<file path="src/rtl/multdiv_pkg.sv">
// Shared encodings and constants for the iterative signed multiply/divide unit.
package multdiv_pkg;

   localparam int unsigned WIDTH     = 32;
   localparam int unsigned CNT_W     = 6;
   localparam int unsigned ITER_LAST = 31;
   localparam logic [WIDTH-1:0] INT_MIN = 32'h8000_0000;

   typedef enum logic [1:0] {
      ST_IDLE = 2'd0,
      ST_MUL  = 2'd1,
      ST_DIV  = 2'd2,
      ST_DONE = 2'd3
   } state_e;

endpackage

</file>
<file path="src/rtl/multdiv_step.sv">
// One unsigned iteration: shift-add for multiply, restoring shift-subtract for divide.
module multdiv_step
   import multdiv_pkg::*;
(
   input  logic [2*WIDTH-1:0] i_acc,
   input  logic [WIDTH-1:0]   i_babs,
   input  logic               i_div,
   output logic [2*WIDTH-1:0] o_acc_c
);

   logic [WIDTH:0]   w_sum;
   logic [WIDTH-1:0] w_diff;
   logic             w_ge;

   // Multiply: acc = {partial product, remaining multiplier bits}, shifted right each step.
   assign w_sum = {1'b0, i_acc[2*WIDTH-1:WIDTH]} + {1'b0, i_babs};

   // Divide: acc = {remainder, dividend/quotient}; the trial remainder is acc[63:31].
   // When it is >= divisor the true difference is below 2^32, so 32-bit wrap is exact.
   assign w_ge   = i_acc[2*WIDTH-1] | (i_acc[2*WIDTH-2:WIDTH-1] >= i_babs);
   assign w_diff = i_acc[2*WIDTH-2:WIDTH-1] - i_babs;

   always_comb begin
      o_acc_c = i_acc;
      if (i_div) begin
         if (w_ge) o_acc_c = {w_diff, i_acc[WIDTH-2:0], 1'b1};
         else      o_acc_c = {i_acc[2*WIDTH-2:0], 1'b0};
      end else begin
         if (i_acc[0]) o_acc_c = {w_sum, i_acc[WIDTH-1:1]};
         else          o_acc_c = {1'b0, i_acc[2*WIDTH-1:1]};
      end
   end

endmodule

</file>
<file path="src/rtl/multdiv_iterative.sv">
// Iterative signed 32-bit multiply/divide responder: start pulse in, 32 steps, one-cycle RDY out.
module multdiv_iterative
   import multdiv_pkg::*;
(
   input  logic             clock,
   input  logic             reset,
   input  logic [WIDTH-1:0] data_operandA,
   input  logic [WIDTH-1:0] data_operandB,
   input  logic             ctrl_MULT,
   input  logic             ctrl_DIV,
   output logic [WIDTH-1:0] data_result,
   output logic             data_exception,
   output logic             data_resultRDY,
   output logic             in_progress
);

   state_e             r_state;
   state_e             w_state_nxt;
   logic [CNT_W-1:0]   r_cnt;
   logic [2*WIDTH-1:0] r_acc;
   logic [WIDTH-1:0]   r_babs;
   logic               r_sign;
   logic [WIDTH-1:0]   r_result;
   logic               r_exc;

   logic               w_accept;
   logic               w_start_mul;
   logic               w_start_div;
   logic               w_div0;
   logic               w_run;
   logic               w_last;
   logic [WIDTH-1:0]   w_a_abs;
   logic [WIDTH-1:0]   w_b_abs;
   logic [2*WIDTH-1:0] w_acc_nxt;
   logic [2*WIDTH-1:0] w_prod;
   logic [WIDTH-1:0]   w_quot;
   logic [WIDTH-1:0]   w_fin_res;
   logic               w_fin_exc;

   // Starts are only honoured when no operation is running; multiply has priority.
   assign w_accept    = ((r_state == ST_IDLE) || (r_state == ST_DONE)) && (ctrl_MULT || ctrl_DIV);
   assign w_start_mul = w_accept & ctrl_MULT;
   assign w_start_div = w_accept & ~ctrl_MULT & ctrl_DIV;
   assign w_div0      = w_start_div & (data_operandB == '0);
   assign w_run       = (r_state == ST_MUL) || (r_state == ST_DIV);
   assign w_last      = w_run && (r_cnt == CNT_W'(ITER_LAST));

   // |INT_MIN| wraps to 0x80000000, which is the correct unsigned magnitude.
   assign w_a_abs = data_operandA[WIDTH-1] ? WIDTH'(-data_operandA) : data_operandA;
   assign w_b_abs = data_operandB[WIDTH-1] ? WIDTH'(-data_operandB) : data_operandB;

   multdiv_step u_step (
      .i_acc   (r_acc),
      .i_babs  (r_babs),
      .i_div   (r_state == ST_DIV),
      .o_acc_c (w_acc_nxt)
   );

   // Sign correction applied to the value produced by the final iteration.
   assign w_prod = r_sign ? (2*WIDTH)'(-w_acc_nxt) : w_acc_nxt;
   assign w_quot = r_sign ? WIDTH'(-w_acc_nxt[WIDTH-1:0]) : w_acc_nxt[WIDTH-1:0];

   always_comb begin
      w_fin_res = w_prod[WIDTH-1:0];
      w_fin_exc = ~((&w_prod[2*WIDTH-1:WIDTH-1]) | ~(|w_prod[2*WIDTH-1:WIDTH-1]));
      if (r_state == ST_DIV) begin
         w_fin_res = w_quot;
         // Only INT_MIN / -1 yields a positive magnitude of 2^31.
         w_fin_exc = ~r_sign & w_acc_nxt[WIDTH-1];
      end
   end

   always_ff @(posedge clock) begin
      if (reset) r_state <= ST_IDLE;
      else       r_state <= w_state_nxt;
   end

   always_comb begin
      w_state_nxt = r_state;
      case (r_state)
         ST_IDLE, ST_DONE: begin
            if (r_state == ST_DONE) w_state_nxt = ST_IDLE;
            if (w_start_mul)        w_state_nxt = ST_MUL;
            else if (w_div0)        w_state_nxt = ST_DONE;
            else if (w_start_div)   w_state_nxt = ST_DIV;
         end
         ST_MUL, ST_DIV: begin
            if (w_last) w_state_nxt = ST_DONE;
         end
         default: w_state_nxt = ST_IDLE;
      endcase
   end

   // Datapath: operand capture, iteration, and held result registers.
   always_ff @(posedge clock) begin
      if (reset) begin
         r_cnt    <= '0;
         r_acc    <= '0;
         r_babs   <= '0;
         r_sign   <= 1'b0;
         r_result <= '0;
         r_exc    <= 1'b0;
      end else if (w_start_mul || w_start_div) begin
         r_cnt  <= '0;
         r_acc  <= {{WIDTH{1'b0}}, w_a_abs};
         r_babs <= w_b_abs;
         r_sign <= data_operandA[WIDTH-1] ^ data_operandB[WIDTH-1];
         if (w_div0) begin
            r_result <= '0;
            r_exc    <= 1'b1;
         end
      end else if (w_run) begin
         r_cnt <= r_cnt + CNT_W'(1);
         r_acc <= w_acc_nxt;
         if (w_last) begin
            r_result <= w_fin_res;
            r_exc    <= w_fin_exc;
         end
      end
   end

   assign data_result    = r_result;
   assign data_exception = r_exc;
   assign data_resultRDY = (r_state == ST_DONE);
   assign in_progress    = w_run;

endmodule

</file>
<file path="config.mk">
export PLATFORM = sky130hd
export DESIGN_NAME = multdiv_iterative
export DESIGN_NICKNAME = d
export VERILOG_FILES = /design/src/rtl/multdiv_pkg.sv /design/src/rtl/multdiv_step.sv /design/src/rtl/multdiv_iterative.sv
export SDC_FILE = /design/constraint.sdc
export NUM_CORES = 1
export LEC_CHECK = 0
export CAP_MARGIN = 25
export CORE_AREA = 2 2 180 182
export DETAILED_ROUTE_END_ITERATION = 8
export DIE_AREA = 0 0 182 184
export GPL_TIMING_DRIVEN = 0
export PLACE_DENSITY_LB_ADDON = 0.1
export SLEW_MARGIN = 20
export SYNTH_ARGS = -nofsm -noshare
export SYNTH_HDL_FRONTEND = slang
export SYNTH_SLANG_ARGS = --single-unit
</file>
<file path="constraint.sdc">
create_clock -name clock -period 14.9 [get_ports clock]
set_clock_uncertainty 0.1 [all_clocks]
set_input_delay 3.725 -clock clock [delete_from_list [all_inputs] [get_ports clock]]
set_output_delay 3.725 -clock clock [all_outputs]
set_load 0.02 [all_outputs]
</file>
==> results of run 1 <==
-- report_power, final --
group / internal, mW / switching [mW] / total [mW]
combinational: 0.862 / 1.69 / 2.55
clock: 0.241 / 0.205 / 0.446
sequential: 0.462 / 0.126 / 0.588
-- per-stage QoR --
step	hold slack, ns	setup WS (ns)	instance area, sq um	utilization
final	0.3669	4.791	16180	0.5155
after global routing	0.3897	4.312	16180	0.5154
after CTS	0.3681	5.223	16170	0.5149
after detailed placement	0.3593	5.278	15570	0.4961
after global placement	0.3516	5.301	15570	0.4959
after floorplan	0.3486	7.632	14040	-
-- cells by family (layout without fill, tap and decap cells) --
kind of cell	after synthesis	count (layout)	share of synthesized area
AOI/OAI and AO/OA	644	644	0.3030
adders and majority gates	72	72	0.06521
and+or+nand+nor	748	748	0.2609
other	0	1	0
buffers and inverters	199	334	0.05639
xor gates and xnor gates	129	129	0.08045
muxes	51	51	0.03733
DFF	138	138	0.1967
-- Yosys cell counts, types with 46 or more instances --
library cell  number
nor2_1           220
nand2_1          192
a21oi_1          180
dfxtp_1          138
o21ai_0          124
clkbuf_1          87
xor2_1            83
inv_1             72
ha_1              70
nand3_1           67
nor3_1            55
a211oi_1          53
xnor2_1           46
-- routing by layer --
metal,routed length [um],GRT usage,vias to the layer above
li1,-,-,7577
met1,25790,0.4751,7520
met2,21890,0.4582,732
met3,5177,0.06755,102
met4,1729,0.1052,0
met5,0,0,-
-- flip-flops by register name, summed over array words and instances (netlist names) --
signal	cells
data_exception	1
data_result	32
r_sign	1
r_state	2
r_acc	64
r_babs	32
r_cnt	6
-- how the worst max path moves through the flow --
stage                                        to  slack, ns  depth (start not counted)
finish              data_exception$_SDFFE_PP0P_       4.79                         28
global route        data_exception$_SDFFE_PP0P_       4.31                         28
CTS                 data_exception$_SDFFE_PP0P_       5.22                         28
detailed placement  data_exception$_SDFFE_PP0P_       5.28                         28
global placement    data_exception$_SDFFE_PP0P_       5.30                         28
floorplan                r_acc[29]$_SDFFE_PP0P_       7.63                         12
-- worst min-delay path: stages, from the launching register on --
cell and delay, ns:
dfxtp_1 0.31, nand3_1 0.06, a21oi_1 0.05
-- cell type report --
type | instances | area share
clock buffer | 18 | 0.02714
clock inverter | 14 | 0.009510
sequential | 138 | 0.1707
timing repair buffer | 103 | 0.06402
tap | 402 | 0.03108
buffer | 126 | 0.03201
multi-input combinational | 1644 | 0.6484
antenna | 1 | 0.0001546
inverter | 73 | 0.01693
==> impl_metrics.tcl, run 1 <==
set metrics [dict create \
    synthArstFlopShare 0 \
    fp-row-count 65 \
    slowest_delay_ns 0.67 \
    final.setup.tns_ns 0 \
    startpoint "r_state[0]$_SDFFE_PP0P_" \
    vias 15930 \
    place.port_buffers 102 \
    firstDrtPassIters 9 \
    syn_to_final_growth_pct 15.22 \
    ys_types 98 \
    hold_violations 0 \
    relSlewSlack 0.2958 \
    tritoncts "done" \
    startpoint_type "flip-flop" \
    grt_pass1_vias 14450 \
    crit_fanout 10 \
    maxCapViolations 0 \
    antenna_found_initial 0 \
    io_pins 103 \
    synth_warnings 0 \
    synth_edf_count 0 \
    final_cell_mix "nor2_1, nand2_1, a21oi_1, dfxtp_1, o21ai_0" \
    core_sq_mm 0.03139 \
    cp-end-kind "flip-flop" \
    syn-num-nets 2121 \
    worst_slew_pin_slew_ns 1.047 \
    cts_setup_buffers 0 \
    nets 2243 \
    chipWidth_um 182 \
    path_class "reg -> reg" \
    fillers 3173 \
    crit_buf_inv 10 \
    cp_common_cell "clkbuf_1" \
    dieArea_sq_mm 0.03349 \
    grt_pass1_wl_um 83720 \
    ir_drop_uv 114.5 \
    mostFrequentLayoutCell "nor2_1" \
    final_max_slew_viol_count 0 \
    min-delay-start "data_result[16]$_SDFFE_PP0P_" \
    synth_flop_cell "dfxtp_1" \
    wl_per_cell_um 21.67 \
    gr-total-overflow 0 \
    clockBufferDepth 2 \
    insertion_delay_ns 0.44 \
    wirelength_um 54580 \
    grt_start_max_net_pins 17 \
    viasPerCell 6.324 \
    syn_area_sq_mm 0.01404 \
    setup_viol 0 \
    outcome "finished clean" \
    p_per_area_mw_per_mm2 221.4 \
    fp.dieH_um 184 \
    hold_path_class "reg -> reg" \
    synthTopCellsByArea "dfxtp_1, a21oi_1, ha_1" \
    yosysSeqAreaShare 0.1967 \
    layout-drive-gt1-share 0.05293 \
    ant_nets 0 \
    multi_input_area_sq_mm 0.01049 \
    yosys.area.top_type "dfxtp_1" \
    instances_no_fill 2519 \
    numCtsBuffers 17 \
    dp.cells 2485 \
    gp_congestion 0.9777 \
    dp_hpwl_um 43080 \
    clkTransAtPathRegs_ns 0.07 \
    ys_ff_latch 138 \
    r2r-end "data_exception$_SDFFE_PP0P_" \
    holdPathStages 2 \
    reg2reg_depth 28 \
    total_power_mw 3.583 \
    cp.arrival_ns 10.32 \
    start_util 0.4474 \
    drtIter0Drc 1661 \
    cts_resized 0 \
    post-route-drc-count 0 \
    slowest_stage "clkbuf_1" \
    ff_latch_area_sq_mm 0.002763 \
    crit_family "buffers and inverters" \
    track_usage 0.3212 \
    htreeDepth 4 \
    clock-sinks 138 \
    holdPathEnd "data_result[16]$_SDFFE_PP0P_" \
    min_period_over_period 0.6784 \
    grt_setup_unrepaired "false" \
    ff2ff_setup_slack_ns 4.79 \
    cts_root_buffer "clkbuf_16" \
    netlist_instances 1981 \
    synth.avg_cell_area_sq_um 7.090 \
    crit_required_ns 15.12 \
    leakage_nw 6.008 \
    timing.fmax_mhz 98.92 \
    netlist.area_leader.share 0.1967 \
    worstReg2RegStart "r_state[0]$_SDFFE_PP0P_" \
    hold_buffers 0 \
    fin_crit_ns 10.11 \
]
Note: power is estimated with default switching activity, not from simulation.
==> inputs of run 2 (changes only) <==
Clock period 14.9 ns to 10.4 ns, I/O delays scaled along.
==> impl_metrics.tcl, run 2 (synthesis gave the netlist of run 1 again) <==
set metrics [dict create \
    outcome "finished clean" \
    crit_required_ns 10.62 \
    gp_congestion 0.9777 \
    nets 2243 \
    final_max_slew_viol_count 0 \
    leakage_nw 6.011 \
    grt_start_max_net_pins 17 \
    p_per_area_mw_per_mm2 317.2 \
    place.port_buffers 102 \
    htreeDepth 4 \
    worst_slew_pin_slew_ns 1.039 \
    syn_to_final_growth_pct 15.23 \
    start_util 0.4474 \
    cp_common_cell "clkbuf_1" \
    dp_hpwl_um 43080 \
    wirelength_um 54550 \
    track_usage 0.3212 \
    combPwrFrac 0.711 \
    worstReg2RegStart "r_state[0]$_SDFFE_PP0P_" \
    mostFrequentLayoutCell "nor2_1" \
    intPower_mw 2.243 \
    grt_pass1_vias 14450 \
    chipWidth_um 182 \
    drtIter0Drc 1649 \
    fin_ws_ns 0.5283 \
    cts_root_buffer "clkbuf_16" \
    dieArea_sq_mm 0.03349 \
    largest_reg_flops 64 \
    clock-sinks 138 \
    slowest_delay_ns 0.65 \
    ff_latch_area_sq_mm 0.002763 \
    multi_input_area_sq_mm 0.01049 \
    min_period_over_period 0.9492 \
    ir_drop_uv 163.9 \
    hold_path_class "reg -> reg" \
    relSlewSlack 0.3016 \
    cp.arrival_ns 10.09 \
    hold_violations 0 \
    ant_nets 0 \
    fillers 3173 \
    startpoint "r_state[0]$_SDFFE_PP0P_" \
    switching_share 0.5631 \
    min-delay-start "data_result[16]$_SDFFE_PP0P_" \
    io_pins 103 \
    place_ws_ns 0.7777 \
    numCtsBuffers 17 \
    p_seq_frac 0.164 \
    cts_setup_buffers 0 \
    hold_buffers 0 \
    viasPerCell 6.298 \
    maxCapViolations 0 \
    tritoncts "done" \
    clkTransAtPathRegs_ns 0.07 \
    grt_pass1_wl_um 83720 \
    crit_fanout 10 \
    final_cell_mix "nor2_1, nand2_1, a21oi_1, dfxtp_1, o21ai_0" \
    slowest_stage "buf_1" \
    clkPwrFrac 0.124 \
    fp.dieH_um 184 \
    startpoint_type "flip-flop" \
    path_class "reg -> reg" \
    layout-drive-gt1-share 0.05340 \
    wl_per_cell_um 21.66 \
    final_core_util 0.5155 \
    vias 15860 \
    insertion_delay_ns 0.44 \
    clockBufferDepth 2 \
    gr-total-overflow 0 \
    fp-row-count 65 \
    timing.fmax_mhz 101.3 \
    fin_crit_ns 9.872 \
    cp-end-kind "flip-flop" \
    grt_setup_unrepaired "false" \
    antenna_found_initial 0 \
    p_sw_mw 2.891 \
    core_sq_mm 0.03139 \
    post-route-drc-count 0 \
    firstDrtPassIters 6 \
    final.setup.tns_ns 0 \
    setup_viol 0 \
    max_flop_register "r_acc" \
]
==> run 2: cell counts in the layout (fill, tap and decap cells not counted) <==
No cell type changed its count.
==> run 2: cell type report <==
cell class / count / share of cell area
antenna: 1 / 0.0001546
buffer: 126 / 0.03208
clock buffer: 18 / 0.02714
clock inverter: 14 / 0.009509
inverter: 73 / 0.01693
multi-input combinational: 1644 / 0.6484
sequential: 138 / 0.1707
tap: 402 / 0.03108
timing repair buffer: 103 / 0.06401
==> run 2: repair_timing <==
action	in CTS	in global routing
gates resized for setup	0	2
hold endpoints to repair	0	0
endpoints found under the setup margin	0	1
==> run 2: layer usage <==
layer	vias to the layer above	wire, um	global-route usage
li1	7576	-	-
met1	7481	25760	0.4751
met2	709	21900	0.4582
met3	98	5200	0.06755
met4	0	1690	0.1052
met5	-	0	0
==> run 2: power groups by stage <==
stage                     clock (mW)  combinational [mW]  sequential [mW]
after detailed placement           0                3.50            0.849
after CTS                      0.639                3.53            0.837
after global placement             0                3.48            0.846
final                          0.639                3.65            0.843
after global routing           0.659                3.95            0.857
after floorplan                    0                2.55            0.775
==> run 2: final timing paths <==
| kind | endpoint | slack (ns) | depth (start not counted) |
|---|---|---|---|
| worst min register to register | data_result[16]$_SDFFE_PP0P_ | 0.37 | 2 |
| worst max-delay path | data_exception$_SDFFE_PP0P_ | 0.53 | 28 |
| worst max register to register | data_exception$_SDFFE_PP0P_ | 0.53 | 28 |
| worst min-delay path | data_result[16]$_SDFFE_PP0P_ | 0.37 | 2 |
==> run 2: worst max-delay path, delay by kind of cell (launching register included) <==
kind                     cells  cell delay, ns
AND/OR/NAND/NOR             10            3.07
flip-flops                   1            0.33
adder cells (fa/ha/maj)      2            0.47
XOR/XNOR                     1            0.22
AO/OA/AOI/OAI                5            1.35
buffers and inverters       10            4.19
==> run 2: through the flow <==
stage                     power, mW  cell area, sq um  cells  hold slack (ns)
after floorplan               3.327             14040   1981           0.3486
after global placement        4.326             15570   2485           0.3516
after detailed placement      4.351             15570   2485           0.3593
after CTS                     5.004             16170   2517           0.3681
after global routing          5.469             16180   2518           0.3897
final                         5.134             16180   2519           0.3669
